$ cat src/rtl/rb_arb_pkg.sv
// Shared types and constants for the register-bank arbiter.
package rb_arb_pkg;
  localparam int NREQ        = 3;
  localparam int GW          = 2;
  localparam int AW          = 4;
  localparam int DW          = 32;
  localparam int TIMEOUT_DEF = 255;

  typedef enum logic [1:0] {
    IDLE  = 2'd0,
    ISSUE = 2'd1,
    WAIT  = 2'd2
  } state_t;

  function automatic logic [GW-1:0] rr_next(input logic [GW-1:0] g);
    return (g == GW'(NREQ - 1)) ? '0 : g + GW'(1);
  endfunction

  // First pending requester strictly after 'last', wrapping around.
  function automatic logic [GW-1:0] rr_pick(input logic [NREQ-1:0] pend,
                                            input logic [GW-1:0]   last);
    logic [GW-1:0] c;
    logic [GW-1:0] sel;
    logic          found;
    c     = last;
    sel   = last;
    found = 1'b0;
    for (int k = 0; k < NREQ; k++) begin
      c = rr_next(c);
      if (!found && pend[c]) begin
        sel   = c;
        found = 1'b1;
      end
    end
    return sel;
  endfunction
endpackage

$ cat src/rtl/rb_arbiter_tgl_sync.sv
// Two-flop synchroniser for one asynchronous request toggle.
module tgl_sync (
  input  logic clk,
  input  logic resetn,
  input  logic i_d,
  output logic o_q
);
  logic r_meta;
  logic r_sync;

  always_ff @(posedge clk or negedge resetn) begin
    if (!resetn) begin
      r_meta <= 1'b0;
      r_sync <= 1'b0;
    end else begin
      r_meta <= i_d;
      r_sync <= r_meta;
    end
  end

  assign o_q = r_sync;
endmodule

$ cat src/rtl/rb_arbiter.sv
// Round-robin arbiter: three toggle-handshake requesters share one register-bank port.
// Only one bank transaction is in flight; a silent bank is cut off after TIMEOUT cycles.
module rb_arbiter
  import rb_arb_pkg::*;
#(
  parameter int TIMEOUT = TIMEOUT_DEF
) (
  input  logic               clk,
  input  logic               resetn,
  input  logic [NREQ-1:0]    req_tgl,
  input  logic [NREQ-1:0]    req_we,
  input  logic [NREQ*AW-1:0] req_addr,
  input  logic [NREQ*DW-1:0] req_wdata,
  output logic [NREQ-1:0]    ack_tgl,
  output logic [NREQ*DW-1:0] rsp_data,
  output logic               err,
  output logic               rb_req,
  output logic               rb_we,
  output logic [AW-1:0]      rb_addr,
  output logic [DW-1:0]      rb_wdata,
  input  logic               rb_ack,
  input  logic [DW-1:0]      rb_rdata
);
  localparam logic [8:0] TO_LIM = 9'(TIMEOUT);

  state_t                    r_state;
  state_t                    w_state_nxt;
  logic [GW-1:0]             r_grant;
  logic [GW-1:0]             r_last;
  logic [7:0]                r_cnt;
  logic [NREQ-1:0]           w_sync;
  logic [NREQ-1:0]           w_pend;
  logic [NREQ-1:0][AW-1:0]   w_addr_a;
  logic [NREQ-1:0][DW-1:0]   w_wdata_a;
  logic                      w_cnt_hit;
  logic                      w_grab;
  logic                      w_issue;
  logic                      w_ack_hit;
  logic                      w_to_hit;
  logic                      w_done;

  assign w_addr_a  = req_addr;
  assign w_wdata_a = req_wdata;
  assign w_pend    = w_sync ^ ack_tgl;
  assign w_cnt_hit = ({1'b0, r_cnt} + 9'd1) >= TO_LIM;
  assign w_done    = w_ack_hit | w_to_hit;

  always_ff @(posedge clk or negedge resetn) begin
    if (!resetn) r_state <= IDLE;
    else         r_state <= w_state_nxt;
  end

  always_comb begin
    w_state_nxt = r_state;
    unique case (r_state)
      IDLE:    if (|w_pend) w_state_nxt = ISSUE;
      ISSUE:   w_state_nxt = WAIT;
      WAIT:    if (rb_ack || w_cnt_hit) w_state_nxt = IDLE;
      default: w_state_nxt = IDLE;
    endcase
  end

  // rb_ack is only looked at in WAIT; an ack landing with the timeout wins.
  always_comb begin
    w_grab    = 1'b0;
    w_issue   = 1'b0;
    w_ack_hit = 1'b0;
    w_to_hit  = 1'b0;
    unique case (r_state)
      IDLE:  w_grab = |w_pend;
      ISSUE: w_issue = 1'b1;
      WAIT: begin
        w_ack_hit = rb_ack;
        w_to_hit  = !rb_ack && w_cnt_hit;
      end
      default: ;
    endcase
  end

  always_ff @(posedge clk or negedge resetn) begin
    if (!resetn) begin
      r_grant  <= '0;
      r_last   <= GW'(NREQ - 1);
      r_cnt    <= '0;
      rb_req   <= 1'b0;
      rb_we    <= 1'b0;
      rb_addr  <= '0;
      rb_wdata <= '0;
      err      <= 1'b0;
    end else begin
      rb_req <= w_issue;
      if (w_grab) r_grant <= rr_pick(w_pend, r_last);
      if (w_issue) begin
        rb_we    <= req_we[r_grant];
        rb_addr  <= w_addr_a[r_grant];
        rb_wdata <= w_wdata_a[r_grant];
        r_cnt    <= '0;
      end else if (r_state == WAIT) begin
        r_cnt <= r_cnt + 8'd1;
      end
      if (w_done)   r_last <= r_grant;
      if (w_to_hit) err    <= 1'b1;
    end
  end

  for (genvar i = 0; i < NREQ; i++) begin : g_req
    logic          r_ack;
    logic [DW-1:0] r_rsp;

    tgl_sync u_sync (
      .clk    (clk),
      .resetn (resetn),
      .i_d    (req_tgl[i]),
      .o_q    (w_sync[i])
    );

    // A timed-out read returns zero so the requester never sees stale data.
    always_ff @(posedge clk or negedge resetn) begin
      if (!resetn) begin
        r_ack <= 1'b0;
        r_rsp <= '0;
      end else if (w_done && (r_grant == GW'(i))) begin
        r_ack <= ~r_ack;
        if (!rb_we) r_rsp <= w_ack_hit ? rb_rdata : '0;
      end
    end

    assign ack_tgl[i]             = r_ack;
    assign rsp_data[i*DW +: DW]   = r_rsp;
  end
endmodule
$ cat config.mk
export PLATFORM = sky130hd
export DESIGN_NAME = rb_arbiter
export DESIGN_NICKNAME = d
export VERILOG_FILES = /design/src/rtl/rb_arb_pkg.sv /design/src/rtl/rb_arbiter_tgl_sync.sv /design/src/rtl/rb_arbiter.sv
export SDC_FILE = /design/constraint.sdc
export NUM_CORES = 1
export LEC_CHECK = 0
export BUFFER_PORTS_ARGS = -buffer_cell sky130_fd_sc_hd__buf_2
export CAP_MARGIN = 5
export CORE_ASPECT_RATIO = 1.2
export CORE_MARGIN = 3
export CORE_UTILIZATION = 49
export CTS_CLUSTER_DIAMETER = 60
export DETAILED_ROUTE_END_ITERATION = 8
export PLACE_DENSITY = 0.83
export SLEW_MARGIN = 20
export SYNTH_ARGS = -nofsm -noshare
export SYNTH_HDL_FRONTEND = slang
export SYNTH_SLANG_ARGS = --single-unit
$ cat constraint.sdc
create_clock -name clk -period 4.75 [get_ports clk]
set_clock_uncertainty 0.05 [all_clocks]
set_input_delay 0.95 -clock clk [delete_from_list [all_inputs] [get_ports clk]]
set_output_delay 0.95 -clock clk [all_outputs]
set_load 0.01 [all_outputs]
### After elaboration in Yosys (flattened, before gate mapping)

Index checks and enable logic that the tools add are counted.

* bits in registers: 158
* output and inout bits: 138
* logic and storage cells: 96

* add/subtract/negate cells: 5
* order comparisons: 5
* equality and inequality tests: 9
* mux-type cells: 32
* bitwise gates (word level): 6
* reduce and logical (&&, ||, !) cells: 18

Operators by type and width (number)
* $bmux 32 s2: 1
* $mux 32: 2
* $mux 2: 8
* $mux 8: 2
* $lt 2x3->1 const B: 4
* $mux 1: 12
* $eq 2x2->1 const B: 5
* $add 8x1->9 const B: 1
* $ge 9x8->1 const B: 1
* $add 8x1->8 const B: 1
* $bmux 1 s2: 4
* $bmux 4 s2: 1
* $reduce_and 2->1: 4
* $add 2x1->2 const B: 3
* $logic_and 1x1->1: 6
* $pmux 2 s3: 1
* $eq 2x1->1 const B: 2
* $logic_not 2->1: 2
* $mux 4: 1
* $ne 2x2->1 const B: 2
* $not 1->1: 4
* $logic_not 1->1: 3
* $reduce_or 3->1: 1
* $xor 3x3->3: 1
* 3 further kinds: 3

### Logic depth before layout (Yosys ltp)

Gate-level depths: netlist of run 1.

* depth after elaboration: 13
* mapped depth: 8
* mapped depth without buffers: 7

### Hierarchy

A second synthesis of run 1 with hierarchy kept.

* cells, all modules: 591
* area, all modules: 6904.1 µm²

Modules (own cells, without submodules)
* rb_arbiter: instances 1, cells each 585, area each 6754.0 µm², seq. area each 3804.9 µm²
* tgl_sync: instances 3, cells each 2, area each 50.0 µm², seq. area each 50.0 µm²

### Least setup slack after synthesis of run 1

Ideal clock, no wire load.

* path kind: in2reg
* start point: input port rb_ack
* end point: register r_state[1]
* setup time: 0.125 ns
* arrival: 1.908 ns
* data required time: 4.575 ns
* slack: 2.667 ns
* stages: 6
* buffers on the path: 1
* cell sequence: clkbuf_1 -> nand2b_1 -> a21oi_1 -> o21ai_0 -> o21ai_0 -> mux2_2

* word-level cells in the longest chain between the ends: 3

RTL lines
* start, declared: RTL line rb_arbiter.sv:21 `input logic rb_ack,`
* $logic_or 1x1->1: RTL line rb_arbiter.sv:58 `WAIT: if (rb_ack || w_cnt_hit) w_state_nxt = IDLE;`
* $ne 2x2->1 (no line)
* $reduce_and 2->1 (no line)
* end signal, assigned: RTL line rb_arbiter.sv:50 `else r_state <= w_state_nxt;`
* end, declared: RTL line rb_arbiter.sv:26 `state_t r_state;`

Every way passes these cells.
A chain may end at the register's enable or synchronous reset.

### Worst setup path after layout of run 1

* start point: register r_state[0]
* end point: register g_req[2].r_rsp[25]

* word-level cells in the longest chain between the ends: 5
* elaborated cells between the ends (all ways): 7
* those cells by class: eq/ne: 1; mux: 3; bitwise: 1; reduce/logical: 2

RTL lines
* $eq 2x2->1 *: RTL line rb_arbiter.sv:69 `unique case (r_state)`
* $mux 1: RTL line rb_arbiter.sv:69
* $or 1x1->1: RTL line rb_arbiter.sv:46 `assign w_done = w_ack_hit | w_to_hit;`
* $logic_and 1x1->1: RTL line rb_arbiter.sv:122 `end else if (w_done && (r_grant == GW'(i))) begin`
* $reduce_and 2->1 (no line)
* end signal, assigned: RTL line rb_arbiter.sv:124 `if (!rb_we) r_rsp <= w_ack_hit ? rb_rdata : '0;`
* end, declared: RTL line rb_arbiter.sv:108 `logic [DW-1:0] r_rsp;`

Mark *: on every way between the ends. The rest lies on a longest branch, timed or not.

==> flow_results.org, run 1 <==
** Place
- The number of placed instances, taps included, is 997.
- Post-detailed-placement half-perimeter wirelength :: 13920 um
- Port buffering added 286 buffers.
- At the end of routability-driven placement, the weighted congestion stood at 0.8338.
- Summing all placed instances gives a cell area of 0.008344 mm2.

** STA
- Final-report hold violation count :: 0
- At the pin with the least slew margin, the transition time is 0.9450 ns.
- Setup repair after global routing missed its margin :: no
- Headroom to the max-slew limit came out at a little under two fifths.
- Portion of the clock cycle consumed by the worst path in the final layout :: roughly half
- Final number of setup-violating endpoints :: 0
- Derived from the worst setup path, the maximum achievable clock frequency is just over 400 MHz.
- Min Hold Slack :: around 0.3 ns
- The count of pins over their slew limit is 0.
- Setup total negative slack on the finished layout was measured at 0 ns.
- The worst path needs 2.439 ns of the cycle, external delays included.

** Power and ir drop
- Overall power consumption :: between 6 and 7 mW
- Max rail drop VDD :: 0.0004731 V
- For this design the static power due to leakage is 4.430 nW.
- Pwr Density :: 676.2 mW/mm2

** Setup path
- Peak fanout along the critical path :: 33
- Data on the critical path arrives at its endpoint at 2.69 ns.
- Data on the critical path is required at its endpoint by 5.00 ns.
- Traced cell by cell, the critical path runs through inv_1 -> ha_1 -> nand2b_1 -> nor3b_4 -> buf_4 -> nand2_4 -> a32o_1.
- The worst setup path is captured at a flip-flop.
- Broken down by cell family, the worst path's largest delay share belongs to simple AND/OR/NAND/NOR gates.
- Slowest CP cell :: sky130_fd_sc_hd__dfrtp_1
- The number of buffers and inverters on the critical path is 2.
- Max stage delay on crit path :: 0.40 ns
- The worst register-to-register path has a setup slack of 2.31 ns.
- STA classifies the critical path startpoint as a flip-flop.
- The setup path with the least slack is of type reg2reg.

** Global routing
- Overall Global Routing Usage :: approximately a quarter
- Wire length of the first global-routing pass :: approximately 30000 um
- The number of global-route vias before repair was ~5800.
- Antenna violations before repair :: 4
- Aggregate global routing overflow :: 0
- Entering global routing, the biggest net connects 97 pins.

** Yosys
- Sorting the synthesized cells by area gives the leading types as sky130_fd_sc_hd__dfrtp_1 (57%), sky130_fd_sc_hd__a32o_1 (14%), sky130_fd_sc_hd__a21oi_1 (6.0%).
- The synthesized design devotes to its leading area cell type 56.89% of total area.
- For this run, the leading register cell type out of synthesis is sky130_fd_sc_hd__dfrtp_1.
- FFs w/ async S/R, synth :: 100.0%
- The biggest area contributor in the post-synthesis netlist is sky130_fd_sc_hd__dfrtp_1.
- Count of yosys warnings during synthesis :: 0
- Share of the yosys chip area belonging to registers :: 57.27%
- Summing every instance area after synthesis gives 0.006905 mm2.
- After synthesis the netlist holds a flip-flop and latch count of 158.
- Number of synthesized flops with an enable pin :: 0
- Synthesized Nets :: about 740
- Synthesized area per cell :: 11.70 um2
- Number of different library cells in the post-synthesis netlist :: 39
- After technology mapping, the gate count stands at 590.

** Clocking
- In this run the number of H-tree levels came out at 4.
- Clock tree sinks :: 158
- The longest clock path from root to sink contains 2 buffers.
- Num CTS Buffers :: 17
- After clock tree synthesis, the setup repair step added 0 buffers.
- Insertion delay of the later-clocked pin in the worst-skew pair :: 0.42 ns
- Clock tree from TritonCTS :: yes
- After clock tree synthesis, the flow added hold-fix buffers numbering 0.
- After clock tree synthesis, the clock-pin slew on the worst setup and hold paths is 0.06 ns.
- In this run, post-CTS repair resized a total of 0 instances.
- Root Driver :: sky130_fd_sc_hd__clkbuf_16

** Routing
- Routed WL :: 19870 um
- Overall via count from detail_route :: 6000
- Detailed-routing iteration count for the pre-antenna-repair pass :: 5
- Dividing the detail-routed wire length by the instance count gives 19.29 um.
- Number of violations reported at the end of detailed-routing iteration 0 :: 617
- Dividing the detail-routed via count by the number of cells gives ~5.8.
- Once detail routing completed, the nets flagged for antenna violations numbered 0.
- For this run, design rule violations remaining after detail routing come to 0.

** Run
- Number of maximum-capacitance violations :: 0

** Layout
- Most frequent cells in the layout :: sky130_fd_sc_hd__buf_2 (285), sky130_fd_sc_hd__dfrtp_1 (156), sky130_fd_sc_hd__a32o_1 (97), sky130_fd_sc_hd__a21oi_1 (83), sky130_fd_sc_hd__nor2_1 (81)
- Layout Cells excl Fill :: 1030
- Final Instance Area :: 0.008916 mm2
- Layout area overhead :: 29.12%
- Fill cell instance count of the final layout :: 1077
- Leading cell type in the layout, fill and taps excluded :: sky130_fd_sc_hd__buf_2
- In the final layout, the share of cells above drive strength 1 is 40.00%.
- Layout Nets :: 1002

** Run status
- The run finished with clean final reports.

** Floorplan
- Vertical die dimension :: 136.0 um
- 287 I/O pins were placed.
- Horiz. Die Dim :: around 110 um
- Row generation in the floorplan step produced 46 rows.
- The die covers between 0.015 and 0.02 mm2.
- The floorplan step defined a core boundary enclosing 0.01353 mm2.
- Once the floorplan was initialized, standard cells occupied around half of the core.

** Min path
- The worst hold path belongs to the class reg2reg.
## per-layer routing
layer / global-route usage [%] / share of wire [%] / vias up
met2: 40.59 / 50 / 322
li1: - / - / 2720
met5: 0 / 0.065 / -
met4: 10.76 / 2.6 / 2
met1: 31.55 / 39 / 2919
met3: 6.990 / 8.8 / 37
## state kept, by name, indices dropped and copies added, names as in the netlist
name and flops:
r_cnt 8, g_req.r_rsp 96, rb_we 1, rb_req 1, r_last 2, g_req.u_sync.r_meta 3
err 1, g_req.r_ack 3, r_state 2, r_grant 2, rb_addr 4, rb_wdata 32
g_req.u_sync.o_q 3
## cell usage after synthesis, drive strengths merged, types with 2 or more instances
library cell	instances
a32o	97
a21oi	83
clkbuf	33
inv	10
nor3	2
nor3b	3
nor2b	3
and2b	2
mux2i	37
nand3	4
xor2	2
nand2	9
o22ai	6
dfrtp	157
mux2	6
buf	24
xnor2	5
ha	5
nor2	81
o21ai	7
o21bai	2
and3	2
nand2b	2
## stage by stage
step                      util [%]  setup slack [ns]
final                        65.92             2.311
after global routing         65.92             2.107
after CTS                    65.88             2.315
after detailed placement     61.69             2.337
after global placement       61.69             2.409
after floorplan                  -             2.667
## logic make-up after synthesis
family / synth area share, %
mux: 6.342
flops: 57.27
simple gates: 7.302
fa+ha+maj: 0.9060
xor+xnor: 0.8879
compound gates: 22.32
buf+inv: 4.965
## layout make-up
cell class | instances | area, um2 | area share (%)
Timing Repair Buffer | 296 | 1513 | 16.97
Inverter | 10 | 37.54 | 0.4210
Multi-Input combinational cell | 365 | 2628 | 29.47
Antenna cell | 2 | 5.005 | 0.05613
Sequential cell | 158 | 3956 | 44.37
Tap cell | 168 | 210.2 | 2.358
Clock inverter | 10 | 106.4 | 1.193
Clock buffer | 21 | 460.4 | 5.164
## power breakdown
| group | switching, mW | internal [mW] | leakage, nW |
|---|---|---|---|
| logic | 1.35 | 1.08 | 2.17 |
| clock network | 0.543 | 0.753 | 0.270 |
| registers | 0.371 | 1.93 | 1.99 |
| total | 2.26 | 3.77 | 4.43 |
## worst reg2reg max path: cells and delay by family (launching register included)
family,cells,cell delay (ns)
simple gates,3,0.78
buf+inv,2,0.48
flops,1,0.40
compound gates,1,0.34
fa+ha+maj,1,0.28
## path summary, 6_finish.rpt
check | from | endpoint | cells past startpoint
worst max-delay path | r_state[0] | g_req[2].r_rsp[25] | 7
worst min-delay path | g_req[0].u_sync.r_meta | g_req[0].u_sync.o_q | 0
worst max register to register | r_state[0] | g_req[2].r_rsp[25] | 7
worst min register to register | g_req[0].u_sync.r_meta | g_req[0].u_sync.o_q | 0
max in group asynchronous | resetn | g_req[2].r_rsp[19] | 2
min in group asynchronous | resetn | g_req[0].r_rsp[10] | 1
(Power assumes the default switching activity.)
==> inputs of run 2 (changes only) <==
--- a/config.mk
+++ b/config.mk
@@ -9,10 +9,10 @@
 export CAP_MARGIN = 5
 export CORE_ASPECT_RATIO = 1.2
 export CORE_MARGIN = 3
-export CORE_UTILIZATION = 49
+export CORE_UTILIZATION = 44
 export CTS_CLUSTER_DIAMETER = 60
 export DETAILED_ROUTE_END_ITERATION = 8
-export PLACE_DENSITY = 0.83
+export PLACE_DENSITY = 0.79
 export SLEW_MARGIN = 20
 export SYNTH_ARGS = -nofsm -noshare
 export SYNTH_HDL_FRONTEND = slang
==> constraint.sdc (replaced) <==
create_clock -name clk -period 2.2 [get_ports clk]
set_clock_uncertainty 0.05 [all_clocks]
set_input_delay 0.44 -clock clk [delete_from_list [all_inputs] [get_ports clk]]
set_output_delay 0.44 -clock clk [all_outputs]
set_load 0.01 [all_outputs]
==> flow_results.org, run 2 (synthesis gave the netlist of run 1 again) <==
** Run status
- The flow ran to the end, and the final reports show no timing, DRC or antenna violations.

** Setup path
- Endpoint class of the critical path :: flip-flop
- The maximum cell stage delay along the critical path was 0.43 ns (+0.03 ns).
- STA classifies the critical path startpoint as a flip-flop.
- Reg2reg end :: g_req[0].r_rsp[9]
- In this run the critical register-to-register path is launched from r_cnt[0].
- Peak fanout along the critical path :: 19 (-42%)
- The critical path in this run is classified as reg2reg.
- The number of cells on the worst reg-to-reg path is 8 (+1).
- CP Data Arrival Time :: 2.40 ns (-0.29 ns)
- The data required time of the worst path came to 2.44 ns (-2.56 ns).
- Slowest CP cell :: sky130_fd_sc_hd__dfrtp_1
- List of cells traversed by the critical path :: inv_1 -> ha_4 -> o21bai_2 -> o2111ai_4 -> o21ai_4 -> nand2_4 -> buf_12 -> a32o_1
- The worst setup slack for register-to-register paths is 0.04 ns (-2.27 ns).

** STA
- Min Hold Slack :: 0.07986 ns (-0.2206 ns)
- Portion of the clock cycle consumed by the worst path in the final layout :: 98.08% (+47 points)
- The hold violation count in the final report was 0 (unchanged).
- Tightest slew margin relative to the limit :: 61.09% (+24 points)
- The final-layout setup total negative slack was 0 ns (unchanged).
- The count of pins over their slew limit is 0 (unchanged).
- Top achievable clock speed :: 463.4 MHz (+13%)
- The shortest period the worst path allows came to 2.158 ns (-0.2810 ns).
- The slew at the pin closest to its max-slew limit came to 0.5836 ns (-0.3614 ns).
- Final number of setup-violating endpoints :: 0 (unchanged)

** Clocking
- TritonCTS built the clock tree.
- The clock latency at the later pin of the worst-skew pair came to 0.41 ns (about the same).
- Total number of H-tree levels :: 4 (unchanged)
- Maximum clock insertion buffer count :: 2 (unchanged)
- The number of clock sinks is 158 (unchanged).
- The clock transition at the registers of the reported paths was 0.07 ns (about the same).
- The number of CTS-inserted buffers is 17 (unchanged).
- The root buffer cell chosen for the clock tree is sky130_fd_sc_hd__clkbuf_16.

** Global routing
- Wire length of the first global-routing pass :: 31350 um (+4.3%)
- The sum of overflow across all layers after global routing is 0 (unchanged).
- The pin count of the biggest net entering global routing was 97 (unchanged).
- The number of antenna violations at the first check in global routing was 7 (+3).
- Via count of the first global-routing pass :: 6007 (+4.2%)
- Overall Global Routing Usage :: 23.20% (-1.9 points)

** Layout
- g_req.r_rsp holds more flip-flops than any other register.
- Most frequent cells in the layout :: sky130_fd_sc_hd__buf_2 (285), sky130_fd_sc_hd__dfrtp_1 (156), sky130_fd_sc_hd__a32o_1 (97), sky130_fd_sc_hd__a21oi_1 (83), sky130_fd_sc_hd__nor2_1 (81)
- Fill cell instance count of the final layout :: 1286 (+19%)
- Leading cell type in the layout, fill and taps excluded :: sky130_fd_sc_hd__buf_2
- Biggest regs :: g_req.r_rsp: 96 flops, rb_wdata: 32 flops, r_cnt: 8 flops
- The fraction of layout instances using a drive strength above 1 came to 41.42% (+1.4 points).
- The flip-flop count of the largest register, all copies and words added was 96 (unchanged).
- Layout Nets :: 1015 (+1.3%)
- Compared with the post-synthesis result, the final layout area differs by 33.81%.

** Routing
- The number of DRC violations after detailed-routing iteration 0 came to 483 (-22%).
- The average detailed-routed wire length per instance is 18.78 um (-2.6%).
- Overall via count from detail_route :: 6096 (+1.6%)
- The count of antenna-violating nets left after detailed routing was 0 (unchanged).
- Routed WL :: 20290 um (+2.1%)
- DR vias/cell :: 5.644 (-3.1%)
- The first-pass iteration count of the detailed router came to 5 (unchanged).
- The post-route DRC violation count is 0 (unchanged).

** Floorplan
- Initial core utilization :: 45.42% (-5.6 points)
- The count of boundary I/O pins came to 287 (unchanged).
- Std-Cell Core Area :: 0.01520 mm2 (+12%)
- Site row count :: 49 (+6.5%)
- The die outline area was 0.01724 mm2 (+11%).
- Vertical die dimension :: 143.2 um (+5.3%)
- Horiz. Die Dim :: 120.4 um (+5.2%)

** Power and ir drop
- The ratio of total power to cell area is 1448 mW/mm2 (+110%).
- Max rail drop VDD :: 0.0006554 V (+39%)
- The leakage power summed over all cells was 4.567 nW (+3.1%).

** Min path
- The path class of the tightest hold or removal check is in2reg.
- For hold timing, the worst endpoint is g_req[2].u_sync.r_meta.
- Start point of the worst min-delay path :: req_tgl[2]
- Count of cells along the worst hold path :: 1 (+1)

** Run
- Number of maximum-capacitance violations :: 0 (unchanged)

** Place
- The routability-driven placement congestion ratio came to 0.8112 (-2.7%).
- The estimated wirelength of the detail-placed design was 14100 um (+1.3%).
- The total of buffers placed on input and output ports is 286 (unchanged).
[run 2: final cells by class]
| type | count | area, um2 | share of cell area, % |
|---|---|---|---|
| multi-input cells | 365 | 2645 | 28.63 |
| clock inverters | 15 | 173.9 | 1.882 |
| repair buffers | 309 | 1742 | 18.85 |
| clock buffers | 17 | 425.4 | 4.604 |
| well taps | 204 | 255.2 | 2.762 |
| inverters | 10 | 37.54 | 0.4062 |
| flip-flops and latches | 158 | 3956 | 42.82 |
| diodes | 2 | 5.005 | 0.05416 |
[run 2: layer usage]
metal | up-vias | routed length, um | part of all wire, % | global-route usage (%)
li1 | 2758 | - | - | -
met1 | 2992 | 8072 | 40 | 29.39
met2 | 320 | 9913 | 49 | 38.27
met3 | 24 | 2004 | 9.9 | 7.211
met4 | 2 | 282 | 1.4 | 7.339
met5 | - | 13 | 0.064 | 0
[run 2: worst max path at each step]
stage / from / end / slack [ns] / cells after the start
after floorplan: r_cnt[0] / g_req[2].r_rsp[10] / 0.16 / 8
after global placement: r_cnt[0] / r_last[0] / 0.06 / 8
after detailed placement: r_cnt[0] / r_last[0] / 0.03 / 8
after CTS: r_cnt[0] / r_last[0] / 0.04 / 8
after global routing: r_cnt[0] / r_last[0] / -0.04 / 8
final: r_cnt[0] / g_req[0].r_rsp[9] / 0.04 / 8
[run 2: worst max-delay path, delay by kind of cell (launching register included)]
kind | cells | cell delay (ns)
AO/OA/AOI/OAI | 4 | 0.90
flip-flops | 1 | 0.43
buffers and inverters | 2 | 0.29
adder cells (fa/ha/maj) | 1 | 0.26
AND/OR/NAND/NOR | 1 | 0.11
[run 2: what timing repair did]
| item | CTS | global route |
|---|---|---|
| hold endpoints to repair | 54 | 0 |
| cloned | 0 | 0 |
| resized for setup | 1 | 4 |
| endpoints found under the setup margin | 2 | 37 |
| setup buffers | 0 | 2 |
| pin swaps | 0 | 2 |
| hold buffers | 1 | 0 |
[run 2: through the flow]
stage / std cells / cell area (um2) / util [%] / setup slack, ns / total power, mW
2_1_floorplan: 590 / 6905 / - / 0.1612 / 8.251
3_3_place_gp: 1043 / 8589 / 56.49 / 0.06040 / 10.19
3_5_place_dp: 1043 / 8589 / 56.49 / 0.02915 / 10.39
4_1_cts: 1076 / 9203 / 60.53 / 0.04096 / 13.43
5_1_grt: 1080 / 9240 / 60.77 / -0.04191 / 14.28
6_report: 1080 / 9240 / 60.77 / 0.04216 / 13.38
[run 2: report_power, final]
| group | leakage (nW) | switching (mW) | internal [mW] | total (mW) |
|---|---|---|---|---|
| clock | 0.290 | 1.27 | 1.71 | 2.98 |
| sequential | 1.99 | 0.777 | 4.17 | 4.95 |
| combinational | 2.29 | 2.98 | 2.48 | 5.45 |
